## config.mk

```make
export PLATFORM = sky130hd
export DESIGN_NAME = axi_lite_regfile
export DESIGN_NICKNAME = d
export VERILOG_FILES = /design/src/rtl/axi_lite_regfile.sv
export SDC_FILE = /design/constraint.sdc
export NUM_CORES = 1
export LEC_CHECK = 0
export BUFFER_PORTS_ARGS = -buffer_cell sky130_fd_sc_hd__buf_4
export CAP_MARGIN = 40
export CORE_ASPECT_RATIO = 2
export CORE_MARGIN = 1.5
export CORE_UTILIZATION = 40
export DETAILED_ROUTE_END_ITERATION = 6
export GPL_TIMING_DRIVEN = 1
export SETUP_SLACK_MARGIN = 0.1
export SYNTH_ARGS = -nofsm -noshare
export SYNTH_HDL_FRONTEND = slang
export SYNTH_SLANG_ARGS = --single-unit
```

## constraint.sdc

```tcl
create_clock -name clk -period 2.45 [get_ports clk]
set_input_delay 0.245 -clock clk [delete_from_list [all_inputs] [get_ports clk]]
set_output_delay 0.245 -clock clk [all_outputs]
set_load 0.1 [all_outputs]
```

## src/rtl/axi_lite_regfile.sv

```systemverilog
// axi_lite_regfile: AXI-Lite slave register bank with NUM_REGS word registers
// decoded from the low WINDOW_BITS address bits.
//   clk, rst_n          : clock, asynchronous active-low reset
//   aw_* / w_* / b_*    : write address, write data and write response channels
//   ar_* / r_*          : read address and read data channels
//   regs_o              : all registers, register i at [i*DATA_WIDTH +: DATA_WIDTH]
// Optional build macro AXI_LITE_REGFILE_SLVERR_EN: out-of-range accesses answer
// SLVERR instead of OKAY. Out-of-range writes are always dropped and
// out-of-range reads always return zero data.
module axi_lite_regfile #(
  parameter int unsigned ADDR_WIDTH  = 32,
  parameter int unsigned DATA_WIDTH  = 32,
  parameter int unsigned NUM_REGS    = 16,
  parameter int unsigned WINDOW_BITS = 12,
  parameter logic [DATA_WIDTH-1:0] RESET_VAL = '0
) (
  input  logic                           clk,
  input  logic                           rst_n,
  input  logic [ADDR_WIDTH-1:0]          aw_addr,
  input  logic                           aw_valid,
  output logic                           aw_ready,
  input  logic [DATA_WIDTH-1:0]          w_data,
  input  logic [DATA_WIDTH/8-1:0]        w_strb,
  input  logic                           w_valid,
  output logic                           w_ready,
  output logic [1:0]                     b_resp,
  output logic                           b_valid,
  input  logic                           b_ready,
  input  logic [ADDR_WIDTH-1:0]          ar_addr,
  input  logic                           ar_valid,
  output logic                           ar_ready,
  output logic [DATA_WIDTH-1:0]          r_data,
  output logic [1:0]                     r_resp,
  output logic                           r_valid,
  input  logic                           r_ready,
  output logic [NUM_REGS*DATA_WIDTH-1:0] regs_o
);

  localparam int unsigned STRB_W    = DATA_WIDTH / 8;
  localparam int unsigned LSB       = $clog2(STRB_W);
  localparam int unsigned WIN_IDX_W = WINDOW_BITS - LSB;
  localparam int unsigned IDX_W     = (NUM_REGS > 1) ? $clog2(NUM_REGS) : 1;

  localparam logic [1:0] RESP_OKAY = 2'b00;
`ifdef AXI_LITE_REGFILE_SLVERR_EN
  localparam logic [1:0] RESP_OOR  = 2'b10;
`else
  localparam logic [1:0] RESP_OOR  = 2'b00;
`endif

  // Address decode for both channels
  logic [WIN_IDX_W-1:0] aw_win_idx, ar_win_idx;
  logic [IDX_W-1:0]     aw_idx_c, ar_idx_c;
  logic                 aw_in_range_c, ar_in_range_c;

  assign aw_win_idx    = aw_addr[WINDOW_BITS-1:LSB];
  assign ar_win_idx    = ar_addr[WINDOW_BITS-1:LSB];
  assign aw_in_range_c = {1'b0, aw_win_idx} < (WIN_IDX_W+1)'(NUM_REGS);
  assign ar_in_range_c = {1'b0, ar_win_idx} < (WIN_IDX_W+1)'(NUM_REGS);
  assign aw_idx_c      = IDX_W'(aw_win_idx);
  assign ar_idx_c      = IDX_W'(ar_win_idx);

  // Upper bits were decoded by the bridge; sub-word bits carry no meaning here
  logic unused_addr_bits;
  assign unused_addr_bits = ^{aw_addr[ADDR_WIDTH-1:WINDOW_BITS], aw_addr[LSB-1:0],
                              ar_addr[ADDR_WIDTH-1:WINDOW_BITS], ar_addr[LSB-1:0]};

  // State
  logic [NUM_REGS-1:0][DATA_WIDTH-1:0] regs_q, regs_d;
  logic                  aw_held_q, aw_held_d;
  logic [IDX_W-1:0]      aw_idx_q, aw_idx_d;
  logic                  aw_ok_q, aw_ok_d;
  logic                  w_held_q, w_held_d;
  logic [DATA_WIDTH-1:0] w_data_q, w_data_d;
  logic [STRB_W-1:0]     w_strb_q, w_strb_d;
  logic                  b_valid_q, b_valid_d;
  logic [1:0]            b_resp_q, b_resp_d;
  logic                  r_valid_q, r_valid_d;
  logic [DATA_WIDTH-1:0] r_data_q, r_data_d;
  logic [1:0]            r_resp_q, r_resp_d;

  // Readies depend on state only (plus r_ready for the read pass-through)
  assign aw_ready = !aw_held_q && !b_valid_q;
  assign w_ready  = !w_held_q && !b_valid_q;
  assign ar_ready = !r_valid_q || r_ready;

  assign b_valid = b_valid_q;
  assign b_resp  = b_resp_q;
  assign r_valid = r_valid_q;
  assign r_data  = r_data_q;
  assign r_resp  = r_resp_q;
  assign regs_o  = regs_q;

  // State register
  always_ff @(posedge clk or negedge rst_n) begin
    if (!rst_n) begin
      regs_q    <= {NUM_REGS{RESET_VAL}};
      aw_held_q <= 1'b0;
      aw_idx_q  <= '0;
      aw_ok_q   <= 1'b0;
      w_held_q  <= 1'b0;
      w_data_q  <= '0;
      w_strb_q  <= '0;
      b_valid_q <= 1'b0;
      b_resp_q  <= RESP_OKAY;
      r_valid_q <= 1'b0;
      r_data_q  <= '0;
      r_resp_q  <= RESP_OKAY;
    end else begin
      regs_q    <= regs_d;
      aw_held_q <= aw_held_d;
      aw_idx_q  <= aw_idx_d;
      aw_ok_q   <= aw_ok_d;
      w_held_q  <= w_held_d;
      w_data_q  <= w_data_d;
      w_strb_q  <= w_strb_d;
      b_valid_q <= b_valid_d;
      b_resp_q  <= b_resp_d;
      r_valid_q <= r_valid_d;
      r_data_q  <= r_data_d;
      r_resp_q  <= r_resp_d;
    end
  end

  // Next-state: channel capture, write commit, read response
  always_comb begin
    regs_d    = regs_q;
    aw_held_d = aw_held_q;
    aw_idx_d  = aw_idx_q;
    aw_ok_d   = aw_ok_q;
    w_held_d  = w_held_q;
    w_data_d  = w_data_q;
    w_strb_d  = w_strb_q;
    b_valid_d = b_valid_q;
    b_resp_d  = b_resp_q;
    r_valid_d = r_valid_q;
    r_data_d  = r_data_q;
    r_resp_d  = r_resp_q;

    if (aw_valid && aw_ready) begin
      aw_held_d = 1'b1;
      aw_idx_d  = aw_idx_c;
      aw_ok_d   = aw_in_range_c;
    end
    if (w_valid && w_ready) begin
      w_held_d = 1'b1;
      w_data_d = w_data;
      w_strb_d = w_strb;
    end

    if (b_valid_q && b_ready) begin
      b_valid_d = 1'b0;
    end

    // Both halves held: commit strobed bytes and raise the response
    if (aw_held_q && w_held_q) begin
      aw_held_d = 1'b0;
      w_held_d  = 1'b0;
      b_valid_d = 1'b1;
      b_resp_d  = aw_ok_q ? RESP_OKAY : RESP_OOR;
      if (aw_ok_q) begin
        for (int unsigned b = 0; b < STRB_W; b++) begin
          if (w_strb_q[b]) begin
            regs_d[aw_idx_q][b*8 +: 8] = w_data_q[b*8 +: 8];
          end
        end
      end
    end

    if (r_valid_q && r_ready) begin
      r_valid_d = 1'b0;
    end
    // Reads sample regs_q, so a same-edge commit is not yet visible
    if (ar_valid && ar_ready) begin
      r_valid_d = 1'b1;
      r_data_d  = ar_in_range_c ? regs_q[ar_idx_c] : '0;
      r_resp_d  = ar_in_range_c ? RESP_OKAY : RESP_OOR;
    end
  end

endmodule

```

==> impl_metrics.toml <==
[cells_and_area]
utilization_pct = 52.84
final_cell_area_um2 = 34640
final_layout_size_suffix_gt1_share_pct = 63.78
syn2layout_area_growth_pct = 31.00
fin_nets = 2388

[synthesis]
yosys.cell_count.top_type = "dfrtp_1"
yosysSeqAreaShare_pct = 55.73
yosysWarnings = 0
synthArstFlopShare_pct = 100.0
synth_top_area_share_pct = 55.73
syn_area_um2 = 26450
ys_dominant_reg_cell = "dfrtp_1"
ys_seq_elements = 589
synth_enable_flop_cells = 0
synthTopCellsByArea = "dfrtp_1, mux2_2, mux4_2, mux2i_1, mux2_1"
syn_area_per_cell_um2 = 16.44
synth_cell_types = 34
yosysTopAreaCell = "dfrtp_1"
synth_top_cells_by_count = "dfrtp_1, mux2_2, mux4_2, mux2i_1, clkbuf_1"
syn_inst = 1609

[run_status]
status = "completed"

[route]
dr.pass1.iters = 5
wl_met1_mm = 34.88
drt-total-wl_mm = 93.94
top_layer = "met4"
drt-wirelength-per-cell_um = 29.32
met3WireLength_mm = 7.379
ant_nets = 0
vias = 17422
drt-initial-drc-count = 803
met2_length_mm = 47.83
viasPerCell = 5.438
drc_errors = 0

[sta]
slew_headroom_pct = 58.74
min_period_over_period_pct = 90.02
fin_setup_tns_ns = 0
setup_ws_ns = 0.2445
hold_viol = 0
worst_pin_slew_ns = 0.6190
rsz0062_at_grt = "false"
finalCriticalPeriod_ns = 2.205
clock_skew_ns = 0.02952
clock.fmax_mhz = 453.4
slew_viol_final = 0
setup_viol = 0

[worst_setup_path]
endpoint_kind = "flip-flop"
cp-start-kind = "flip-flop"
criticalPathCategory = "reg -> reg"
cp_max_fo = 11
cp.required_ns = 2.95
critPathArrivalTime_ns = 2.71

[cts]
cts_tree = "built"
clk_latency_ns = 0.62
cts_made_buffers = 55
clkSinkCount = 589
clockRootBuffer = "clkbuf_16"
htree_levels = 2
post_cts_buffers = 0
clockBufferDepth = 3
path_clk_slew_ns = 0.07
cts-resized-gates = 0

[power]
power.density_nw_per_um2 = 707.9
irDropWorstVdd_mv = 0.7139
total_leakage_power_nw = 17.82
total_power_w = 0.02452

[global_routing]
gr-usage-all-layers_pct = 27.87
grt_max_degree = 95
grt-ovfl-total = 0
grt_antenna_before_repair = 4
first_global_vias = 18380
grt_pass1_wl_mm = 134.8

[floorplan]
die_h_um = 366.6
io_pins = 660
initial_core_util_pct = 40.33
rows = 133
core-area_um2 = 65570
die_x_um = 184.8
dieArea_um2 = 67760

[place]
post-place-ws_ns = 0.2620
placed_area_um2 = 32300
dp_hpwl_mm = 68.17
port_buffers = 611
gp_congestion = 0.8055

[run]
maxCapViolCount = 0

[worst_hold_path]
hold_class = "in -> reg"
[registers in the layout, summed over array words and instances, names as in the netlist]
name and flops:
b_valid 1, r_valid 1, w_strb_q 4, aw_held_q 1
r_data 32, aw_idx_q 4, regs_o 512, w_data_q 32
aw_ok_q 1, w_held_q 1
[power by group]
| part | switching, W | internal [W] |
|---|---|---|
| Clock | 0.00387 | 0.00516 |
| Combinational | 0.00248 | 0.00125 |
| Sequential | 0.00157 | 0.0102 |
[logic make-up after synthesis]
kind of cell    share of synthesized area (%)
mux                                     38.04
compound gates                          1.159
buf+inv                                 2.011
simple gates                            3.042
flops                                   55.73
other cells                           0.01418
[metrics by stage]
step / hold slack [ns] / cells
after detailed placement: 0.2567 / 3055
after global routing: 0.1928 / 3203
after global placement: 0.2615 / 3055
final: 0.1970 / 3204
after CTS: 0.1681 / 3199
after floorplan: -0.05059 / 1612
[cell type report]
class	count	area (µm²)
sequential	589	14740
inverter	2	7.507
fill	5690	30920
tap	877	1097
timing repair buffer	710	5689
clock buffer	81	1604
antenna	5	12.51
clock inverter	17	270.3
multi-input combinational	923	11220
[worst max-delay path: stages, from the launching register on]
cell and delay [ns]:
dfrtp_1 0.36, and3_1 0.21, buf_12 0.15, and2_1 0.47, nand2_1 0.48, mux2_2 0.41
[layer usage]
layer	global-route usage [%]	vias up
met3	7.685	160
met4	10.54	0
li1	-	7357
met5	0	-
met1	32.53	9242
met2	48.21	663
[what timing repair did]
action,CTS,global route
hold buffers,46,0
endpoints found under the hold margin,84,0
endpoints found under the setup margin,0,0
[final timing paths]
kind                                    end  slack (ns)  depth (start not counted)  startpoint
worst max-delay path             regs_o[61]        0.24                          5     aw_ok_q
worst min-delay path             r_data[27]        0.20                          4  ar_addr[7]
worst max register to register   regs_o[61]        0.24                          5     aw_ok_q
worst min register to register   r_data[27]        0.50                          1  r_data[27]
max in group asynchronous           b_valid        1.25                          3       rst_n
min in group asynchronous       regs_o[149]        0.21                          2       rst_n
[layout by cell type, fill, tap and decap left out, types with 18 or more instances in the layout]
cell type and instances:
a22o_1 32, buf_12 18, buf_4 643, clkbuf_16 55, dfrtp_1 588, dlygate4sd3_1 46
mux2_1 30, mux2_2 522, mux2i_1 96, mux4_2 128, nand2_2 42
(Power assumes the default switching activity.)
